===== config.mk =====
export PLATFORM = sky130hd
export DESIGN_NAME = if_id_decode_stage
export DESIGN_NICKNAME = d
export VERILOG_FILES = /design/src/rtl/if_id_decode_stage.sv
export SDC_FILE = /design/constraint.sdc
export NUM_CORES = 1
export LEC_CHECK = 0
export ABC_AREA = 1
export CORE_UTILIZATION = 35
export DETAILED_ROUTE_END_ITERATION = 10
export GPL_ROUTABILITY_DRIVEN = 0
export PLACE_DENSITY_LB_ADDON = 0.3
export SYNTH_ARGS = -nofsm -noshare
export SYNTH_HDL_FRONTEND = slang
export SYNTH_SLANG_ARGS = --single-unit

===== constraint.sdc =====
create_clock -name clk -period 3.4 [get_ports clk]
set_input_delay 0.68 -clock clk [delete_from_list [all_inputs] [get_ports clk]]
set_output_delay 0.68 -clock clk [all_outputs]
set_load 0.02 [all_outputs]

===== src/rtl/if_id_decode_stage.sv =====
// rtl/if_id_decode_stage.sv - IF/ID pipeline register with 2-entry skid buffer and MIPS field split
// Optional: define IFID_PERF_CNT_EN to add saturating stall/bubble performance counters.
module if_id_decode_stage #(
    parameter int PC_W = 32
) (
    input  logic            clk,
    input  logic            rst_n,
    input  logic            in_valid,
    output logic            in_ready,
    input  logic [31:0]     in_instr,
    input  logic [PC_W-1:0] in_pc,
    input  logic            flush,
    output logic            out_valid,
    input  logic            out_ready,
    output logic [PC_W-1:0] out_pc,
    output logic [PC_W-1:0] out_pc_plus4,
    output logic [5:0]      out_opcode,
    output logic [4:0]      out_rs,
    output logic [4:0]      out_rt,
    output logic [4:0]      out_rd,
    output logic [4:0]      out_shamt,
    output logic [5:0]      out_funct,
    output logic [15:0]     out_imm,
    output logic [25:0]     out_jaddr
`ifdef IFID_PERF_CNT_EN
    ,
    output logic [31:0]     perf_stall_cnt,
    output logic [31:0]     perf_bubble_cnt
`endif
);

    // Head (H) is what downstream sees; skid (S) catches the one beat
    // in flight when downstream stalls, since in_ready is registered.
    logic            h_valid, s_valid;
    logic [31:0]     h_instr, s_instr;
    logic [PC_W-1:0] h_pc, s_pc;

    logic            h_valid_n, s_valid_n;
    logic [31:0]     h_instr_n, s_instr_n;
    logic [PC_W-1:0] h_pc_n, s_pc_n;

    logic accept;
    logic consume;

    assign accept  = in_valid && in_ready;
    assign consume = h_valid && out_ready;

    // Next-state selection: flush, then refill H (S first to keep FIFO order), then park in S.
    always_comb begin
        h_valid_n = h_valid;
        s_valid_n = s_valid;
        h_instr_n = h_instr;
        h_pc_n    = h_pc;
        s_instr_n = s_instr;
        s_pc_n    = s_pc;
        if (flush) begin
            h_valid_n = 1'b0;
            s_valid_n = 1'b0;
        end else if (!h_valid || consume) begin
            if (s_valid) begin
                h_valid_n = 1'b1;
                h_instr_n = s_instr;
                h_pc_n    = s_pc;
                if (accept) begin
                    s_instr_n = in_instr;
                    s_pc_n    = in_pc;
                end else begin
                    s_valid_n = 1'b0;
                end
            end else if (accept) begin
                h_valid_n = 1'b1;
                h_instr_n = in_instr;
                h_pc_n    = in_pc;
            end else begin
                h_valid_n = 1'b0;
            end
        end else if (accept) begin
            s_valid_n = 1'b1;
            s_instr_n = in_instr;
            s_pc_n    = in_pc;
        end
    end

    // Buffer state and registered in_ready (ready whenever the skid slot will be free).
    always_ff @(posedge clk or negedge rst_n) begin
        if (!rst_n) begin
            h_valid  <= 1'b0;
            s_valid  <= 1'b0;
            h_instr  <= '0;
            h_pc     <= '0;
            s_instr  <= '0;
            s_pc     <= '0;
            in_ready <= 1'b1;
        end else begin
            h_valid  <= h_valid_n;
            s_valid  <= s_valid_n;
            h_instr  <= h_instr_n;
            h_pc     <= h_pc_n;
            s_instr  <= s_instr_n;
            s_pc     <= s_pc_n;
            in_ready <= !s_valid_n;
        end
    end

    logic [31:0]     v_instr;
    logic [PC_W-1:0] v_pc;

    // Field views of the head entry, zeroed while it is empty.
    always_comb begin
        v_instr      = h_valid ? h_instr : 32'd0;
        v_pc         = h_valid ? h_pc : '0;
        out_valid    = h_valid;
        out_pc       = v_pc;
        out_pc_plus4 = h_valid ? (h_pc + PC_W'(4)) : '0;
        out_opcode   = v_instr[31:26];
        out_rs       = v_instr[25:21];
        out_rt       = v_instr[20:16];
        out_rd       = v_instr[15:11];
        out_shamt    = v_instr[10:6];
        out_funct    = v_instr[5:0];
        out_imm      = v_instr[15:0];
        out_jaddr    = v_instr[25:0];
    end

`ifdef IFID_PERF_CNT_EN
    // Saturating counters of upstream stalls and downstream bubbles; flush does not touch them.
    always_ff @(posedge clk or negedge rst_n) begin
        if (!rst_n) begin
            perf_stall_cnt  <= '0;
            perf_bubble_cnt <= '0;
        end else begin
            if (in_valid && !in_ready && (perf_stall_cnt != 32'hFFFF_FFFF))
                perf_stall_cnt <= perf_stall_cnt + 32'd1;
            if (out_ready && !h_valid && (perf_bubble_cnt != 32'hFFFF_FFFF))
                perf_bubble_cnt <= perf_bubble_cnt + 32'd1;
        end
    end
`endif

endmodule


# After elaboration in Yosys (flattened, before gate mapping)
# Index checks and enable logic that the tools add are counted.
totals:
  out_inout_bits: 140
  regBits: 131
  input_bits: 69
classes:
  mux: 21
  n_eq_ne: 1
  addsub: 1
  n_bitwise: 1
  reduce_logical: 9
ops:
  columns: ["cell", "n"]
  rows:
  - ["32-bit 2-to-1 mux", 13]
  - ["32-bit by 3-bit adder with 32-bit output (second input constant)", 1]
  - ["1-bit 2-to-1 mux", 8]
  - ["2-bit nonzero test", 2]
  - ["3-bit AND reduction", 1]
  - ["1-bit logical AND", 2]
  - ["1-bit logical NOT", 2]
  - ["2-bit inequality test (second input constant)", 1]
  - ["2-bit AND reduction", 1]
  - ["1-bit logical OR", 1]
  - ["1-bit NOT", 1]

# Longest topological paths before layout
# Gate-level depths: netlist (run 1).
logic_depth:
  word_depth: 6
  mapped_depth: 10
  mapped_depth_nobuf: 8

# Worst setup path after synthesis (run 1)
# Ideal clock, no wire load.
synth_timing:
  path_kind: "flip-flop to output port"
  startpoint: "reg h_valid (netlist: out_valid)"
  endpoint: "out out_imm[0]"
  required_ns: 2.720
  stages_incl_launch_ff: 7
  path_slack_ns: 1.157
  n_path_buf: 4
  arrival_time_ns: 1.563
  cell_sequence: "dfrtp_1 -> buf_4 -> clkbuf_1 -> clkbuf_1 -> nand2_1 -> inv_1 -> buf_4"
synth_between:
  elab_chain_cells: 1
synth_rtl:
  columns: ["element", "line_no", "source"]
  rows:
  - ["from (decl)", "34", "logic h_valid, s_valid;"]
  - ["from (signal assigned)", "95", "h_valid <= h_valid_n;"]
  - ["32-bit 2-to-1 mux", "110", "v_instr = h_valid ? h_instr : 32'd0;"]
  - ["to (decl)", "23", "output logic [15:0] out_imm,"]
# No other way between the ends.

# Worst setup path in the final report (run 1)
layout_timing:
  startpoint: "reg h_pc[3]"
  endpoint: "out out_pc_plus4[16]"
layout_between:
  elab_chain_cells: 2
layout_rtl:
  columns: ["element", "line_no", "source"]
  rows:
  - ["from (decl)", "36", "logic [PC_W-1:0] h_pc, s_pc;"]
  - ["from (signal assigned)", "98", "h_pc <= h_pc_n;"]
  - ["32-bit by 3-bit adder with 32-bit output", "114", "out_pc_plus4 = h_valid ? (h_pc + PC_W'(4)) : '0;"]
  - ["32-bit 2-to-1 mux", "114", null]
  - ["to (decl)", "16", "output logic [PC_W-1:0] out_pc_plus4,"]
# No other way between the ends.

==> impl_results.md, run 1 <==
- Highest-count cells in the layout ignoring fill and taps: 305 x nand2_1, 207 x clkdlybuf4s50_1, 153 x inv_1
- Initial core utilization: 35.9%
- Finish-stage setup viols: 0
- MaxCap Viol Count: 0
- R2R Path End: s_pc[12]$_DFFE_PN0P_
- FF-to-FF Start: out_valid$_DFFE_PN0P_
- WL per Instance: 13.5 um
- RSZ-0062 raised after global routing: false
- Final slew viol count: 0
- Peak VDD IR: 0.296 mV
- Initial antenna violation count: 1
- GRT Util Overall: 19.1%
- Final min period: 3.22 ns
- FF-to-FF setup slack: 1.01 ns
- CTS H-tree lvls: 4
- Clock sink count: 131
- Fillers: 2034
- Sequential cell area: 3280 um2
- Synth unique cells: 28
- Hold Path Class: in -> async
- Commonest non-fill, non-tap cell in the layout: nand2_1
- Via-to-Cell Ratio: 4.60
- Site Rows: 52
- Worst Tran Pin Value: 0.868 ns
- Worst-path clk slew: 0.06 ns
- Fin area: 9800 um2
- Routed Antenna Nets: 0
- Die Span Y: 146 um
- Top layer in use: met4
- CTS Root Cell: clkbuf_16
- PortBufs: 208
- Final Hold Viols: 0
- Reg2Reg Depth: 9
- # nets final: 1221
- Num CTS Buffers: 17
- P_leak: 0.00483 uW
- Flop and latch count out of synthesis: 131
- First-pass GRT wire length: 32.4 mm
- I/O pin count: 209
- Startpoint Class: flip-flop
- DRC errors left: 0
- Vias in the first global route: 6330
- Met3 wire len: 784 um
- Final TNS setup: 0 ns
- Period utilization: 94.6%
- DR iter-0 viols: 394
- Power Dens Cells: 559 nW/um2
- Critical path class: reg -> out
- Worst EP required: 2.72 ns
- Cells after DPL: 1402
- Post-Layout Cell Count: 1435
- Mapped cell area: 7290 um2
- Crit Path Max Fanout: 5
- DP Wirelength: 13.2 mm
- Wl on met1: 8.95 mm
- Post-synthesis cell count: 1007
- Largest net degree at the start of global routing: 89
- Drt first pass iters: 5
- Fraction of layout cells with a size suffix above 1: 5.50%
- Worst skew pair latency: 0.42 ns
- Status: finished clean
- Critical Path End Type: output port
- Sequential area share after synthesis: 45.0%
- Area occupied by multi-input gates: 2760 um2
- Yosys warnings: 0
- CTS Buffer Depth: 2
- Core Region: 20300 um2
- Clock tree from TritonCTS: done
- Post-DP Area: 9220 um2
- Final wirelength: 19.4 mm
- Clock Skews: 0.0113 ns
- Via Count: 6599
- Mean post-synth cell area: 7.24 um2
- Die Footprint: 21400 um2
- WHS: 0.274 ns
- Total gr overflow: 0
- Slew margin rel.: 42.1%
- WP data arrival: 2.54 ns
- P&R area growth vs syn: 34.4%
- # hold bufs at CTS: 0
- Chip width: 146 um
- F_max: 0.311 GHz
- Synth Net Count: 1077
- Met2 wire length: 9.31 mm
[worst max path at each step]
| stage | start | endpoint | cells past startpoint |
|---|---|---|---|
| 2_1_floorplan | out_valid$_DFFE_PN0P_ | out_imm[0] | 6 |
| 3_3_place_gp | h_pc[2]$_DFFE_PN0P_ | out_pc_plus4[18] | 8 |
| 3_5_place_dp | h_pc[3]$_DFFE_PN0P_ | out_pc_plus4[18] | 8 |
| 4_1_cts | h_pc[3]$_DFFE_PN0P_ | out_pc_plus4[18] | 8 |
| 5_1_grt | h_pc[2]$_DFFE_PN0P_ | out_pc_plus4[26] | 8 |
| 6_report | h_pc[3]$_DFFE_PN0P_ | out_pc_plus4[16] | 8 |
[layout make-up]
class | count | area share (%)
tap | 270 | 3.45
timing repair buffer | 221 | 23.0
antenna | 1 | 0.0255
inverter | 156 | 6.00
sequential | 131 | 33.5
multi-input combinational | 624 | 28.2
clock buffer | 18 | 4.48
clock inverter | 14 | 1.32
[synthesized netlist by cell type (all sizes together)]
| cell type | number | area, um2 |
|---|---|---|
| nand2 | 307 | 1160 |
| o211ai | 12 | 90.1 |
| nand4 | 2 | 18.8 |
| inv | 156 | 588 |
| nor2 | 116 | 453 |
| o21ai | 90 | 462 |
| xor2 | 1 | 8.76 |
| dfstp | 1 | 26.3 |
| a31oi | 51 | 319 |
| buf | 77 | 607 |
| o21a | 1 | 7.51 |
| nand3 | 15 | 75.1 |
| clkbuf | 19 | 71.3 |
| dfrtp | 130 | 3250 |
| ha | 1 | 12.5 |
| and2 | 1 | 6.26 |
| a21oi | 20 | 100 |
| nor3 | 7 | 35.0 |
[cell families (layout without fill, tap and decap cells)]
family	Yosys count	count (layout)	share of synthesized area, %
buffers and inverters	252	409	17.4
AO/OA/AOI/OAI	174	174	13.4
other	0	1	0
flip-flops	131	131	45.0
XOR/XNOR	1	1	0.120
adder cells (fa/ha/maj)	1	1	0.172
AND/OR/NAND/NOR	448	448	23.9
[flip-flops by register name, indices dropped and copies added, names as in the netlist]
name	count
h_instr	32
s_pc	32
in_ready	1
h_pc	32
s_instr	32
s_valid	1
out_valid	1
[per-stage QoR]
stage / total power [uW] / util (%) / setup slack [ns]
2_1_floorplan: 3130 / - / 1.16
3_3_place_gp: 3710 / 45.4 / 0.599
3_5_place_dp: 3750 / 45.4 / 0.591
4_1_cts: 5540 / 48.2 / 0.123
5_1_grt: 5810 / 48.3 / 0.00815
6_report: 5480 / 48.3 / 0.185
[critical path: stages, from the launching register on]
cell             delay [ns]
dfrtp_1                0.39
ha_1                   0.18
nand2_1                0.09
nor2_1                 0.16
nand2_1                0.14
nor2_1                 0.32
o21ai_0                0.12
nor2_1                 0.12
clkdlybuf4s50_1        0.61
[timing repair]
item	in CTS	in global routing
buffers inserted	0	0
endpoints found under the setup margin	0	3
resized for setup	0	1
[power breakdown]
part | total, uW | switching [uW] | internal, uW
sequential | 2200 | 271 | 1930
combinational | 1510 | 827 | 686
clock | 1770 | 735 | 1030
[per-layer routing]
layer | vias to the layer above | track usage, %
met5 | - | 0
met4 | 0 | 7.81
met3 | 22 | 3.19
met2 | 179 | 31.3
met1 | 3019 | 25.0
li1 | 3379 | -
Power figures use the tool's default switching activity.
==> inputs of run 2 (changes only) <==
CAP_MARGIN = 25   (was unset)
GPL_TIMING_DRIVEN = 0   (was unset)
clock period = 3.2 ns   (was 3.4 ns; I/O delays follow)
==> run 2 against run 1 <==
- final area grew 5.8%
- utilization up 2.8 points
- critical path depth is 1 lower
- setup slack got worse by 0.048 ns
- clock-buffer cell count is 3 higher
- non-clock buffer count grew 83
- routed wire length grew 14%
- largest power group unchanged
==> impl_results.md, run 2 (synthesis gave the netlist of run 1 again) <==
- Clock Skews: 0.00946 ns (was 0.0113 ns)
- Worst skew pair latency: 0.42 ns (about the same)
- DP Wirelength: 16.4 mm (was 13.2 mm)
- Fraction of layout cells with a size suffix above 1: 10.7% (was 5.50%)
- CP cell instances: nand2_1 > nor2_4 > nand2_1 > nor2_4 > o21ai_0 > nor2_1 > clkdlybuf4s50_1 (was ha_1 > nand2_1 > nor2_1 > nand2_1 > nor2_1 > o21ai_0 > nor2_1 > clkdlybuf4s50_1)
- Chip width: 146 um (unchanged)
- Via Count: 7099 (was 6599)
- Num CTS Buffers: 17 (unchanged)
- Final wirelength: 22.1 mm (was 19.4 mm)
- # nets final: 1304 (was 1221)
- First-pass GRT wire length: 35.5 mm (was 32.4 mm)
- Worst EP required: 2.56 ns (was 2.72 ns)
- Slew margin rel.: 59.7% (was 42.1%)
- Hold Path Class: in -> async (unchanged)
- Vias in the first global route: 6699 (was 6330)
- I/O pin count: 209 (unchanged)
- GRT Util Overall: 21.0% (was 19.1%)
- Initial antenna violation count: 0 (was 1)
- Crit Path Max Fanout: 7 (was 5)
- Peak VDD IR: 0.369 mV (was 0.296 mV)
- CTS Buffer Depth: 2 (unchanged)
- Reg2Reg Depth: 10 (was 9)
- Top layer in use: met4 (unchanged)
- WHS: 0.145 ns (was 0.274 ns)
- Status: finished clean (unchanged)
- Slowest CP cell: clkdlybuf4s50_1 (unchanged)
- Power Dens Cells: 572 nW/um2 (was 559 nW/um2)
- Met2 wire length: 10.8 mm (was 9.31 mm)
- Clock tree from TritonCTS: done (unchanged)
- FF-to-FF Start: out_valid$_DFFE_PN0P_ (unchanged)
- F_max: 0.326 GHz
- R2R Path End: s_instr[18]$_DFFE_PN0P_ (was s_pc[12]$_DFFE_PN0P_)
- Critical Path End Type: output port (unchanged)
- Final slew viol count: 0 (unchanged)
- Max incr delay on CP: 0.62 ns (was 0.61 ns)
- Final design utilization: 51.1% (was 48.3%)
- Final min period: 3.06 ns
- FF-to-FF setup slack: 1.46 ns (was 1.01 ns)
- CTS H-tree lvls: 4 (unchanged)
- Final Hold Viols: 0 (unchanged)
- Period utilization: 95.7%
- Initial core utilization: 35.9% (unchanged)
- DRC errors left: 0 (unchanged)
- Worst Tran Pin Value: 0.604 ns (was 0.868 ns)
- WL per Instance: 14.6 um (was 13.5 um)
- Diodes inserted: 0 (was 1)
- Worst-path clk slew: 0.05 ns (was 0.06 ns)
- Met3 wire len: 1.04 mm (was 784 um)
- Via-to-Cell Ratio: 4.68 (was 4.60)
- Startpoint Class: flip-flop (unchanged)
- Commonest non-fill, non-tap cell in the layout: nand2_1 (unchanged)
- DR iter-0 viols: 485 (was 394)
- Clock sink count: 131 (unchanged)
- CTS Root Cell: clkbuf_16 (unchanged)
- Largest net degree at the start of global routing: 88 (was 89)
- Die Span Y: 146 um (unchanged)
- Site Rows: 52 (unchanged)
- P&R area growth vs syn: 42.2% (was 34.4%)
- Highest-count cells in the layout ignoring fill and taps: 303 x nand2_1, 197 x clkdlybuf4s50_1, 153 x inv_1 (was 305 x nand2_1, 207 x clkdlybuf4s50_1, 153 x inv_1)
- Wl on met1: 10.0 mm (was 8.95 mm)
- Total gr overflow: 0 (unchanged)
- Core Region: 20300 um2 (unchanged)
- Die Footprint: 21400 um2 (unchanged)
- P_leak: 0.00534 uW (was 0.00483 uW)
- PortBufs: 208 (unchanged)
- Drt first pass iters: 5 (unchanged)
- Finish-stage setup viols: 0 (unchanged)
- RSZ-0062 raised after global routing: false (unchanged)
- Fillers: 2006 (was 2034)
- WP data arrival: 2.42 ns (was 2.54 ns)
- # hold bufs at CTS: 0 (unchanged)
- Critical path class: reg -> out (unchanged)
- Routed Antenna Nets: 0 (unchanged)
- MaxCap Viol Count: 0 (unchanged)
-- run 2: what timing repair did --
| action | 4_1_cts | 5_1_grt |
|---|---|---|
| gates resized for setup | 6 | 17 |
| endpoints found under the setup margin | 90 | 17 |
| buffers inserted | 0 | 0 |
-- run 2: final cells by class --
type	count	area (um2)	share of cell area, %
Clock buffer	21	480	4.64
Multi-Input combinational cell	624	2780	26.8
Sequential cell	131	3280	31.6
Clock inverter	10	82.6	0.797
Timing Repair Buffer	209	2140	20.6
Buffer	95	678	6.54
Inverter	156	588	5.67
Tap cell	270	338	3.26
-- run 2: how the worst max path moves through the flow --
stage / end / start
floorplan: out_imm[0] / out_valid$_DFFE_PN0P_
global placement: h_instr[9]$_DFFE_PN0P_ / rst_n
detailed placement: out_jaddr[3] / out_valid$_DFFE_PN0P_
CTS: out_pc_plus4[15] / h_pc[4]$_DFFE_PN0P_
global route: out_pc_plus4[19] / h_pc[4]$_DFFE_PN0P_
finish: out_pc_plus4[15] / h_pc[4]$_DFFE_PN0P_
-- run 2: worst max-delay path, delay by kind of cell, from the launching register on --
| family | cells | cell delay [ns] |
|---|---|---|
| buffers and inverters | 1 | 0.62 |
| flip-flops | 1 | 0.44 |
| AND/OR/NAND/NOR | 5 | 0.85 |
| AO/OA/AOI/OAI | 1 | 0.10 |
-- run 2: report_power, final --
part	switching, uW	total (uW)	internal, uW
Clock	703	1840	1140
Sequential	300	2350	2050
Combinational	929	1740	814
Total	1930	5930	4000
-- run 2: per-layer routing --
layer | GRT usage [%] | vias up
met3 | 3.56 | 15
li1 | - | 3525
met5 | 0 | -
met4 | 5.16 | 0
met2 | 35.0 | 193
met1 | 28.3 | 3366
-- run 2: per-stage QoR --
step                      instance area (um2)  worst slack (ns)  instances  TNS, ns  total power, uW
final                                   10400             0.136       1516        0             5930
after global routing                    10400            0.0262       1516        0             6260
after CTS                               10300            0.0122       1516        0             5980
after detailed placement                 9740           -0.0689       1486   -0.327             4120
after global placement                   9710             -3.92       1485  -509.83             4080
after floorplan                          7290             0.997       1007        0             3330
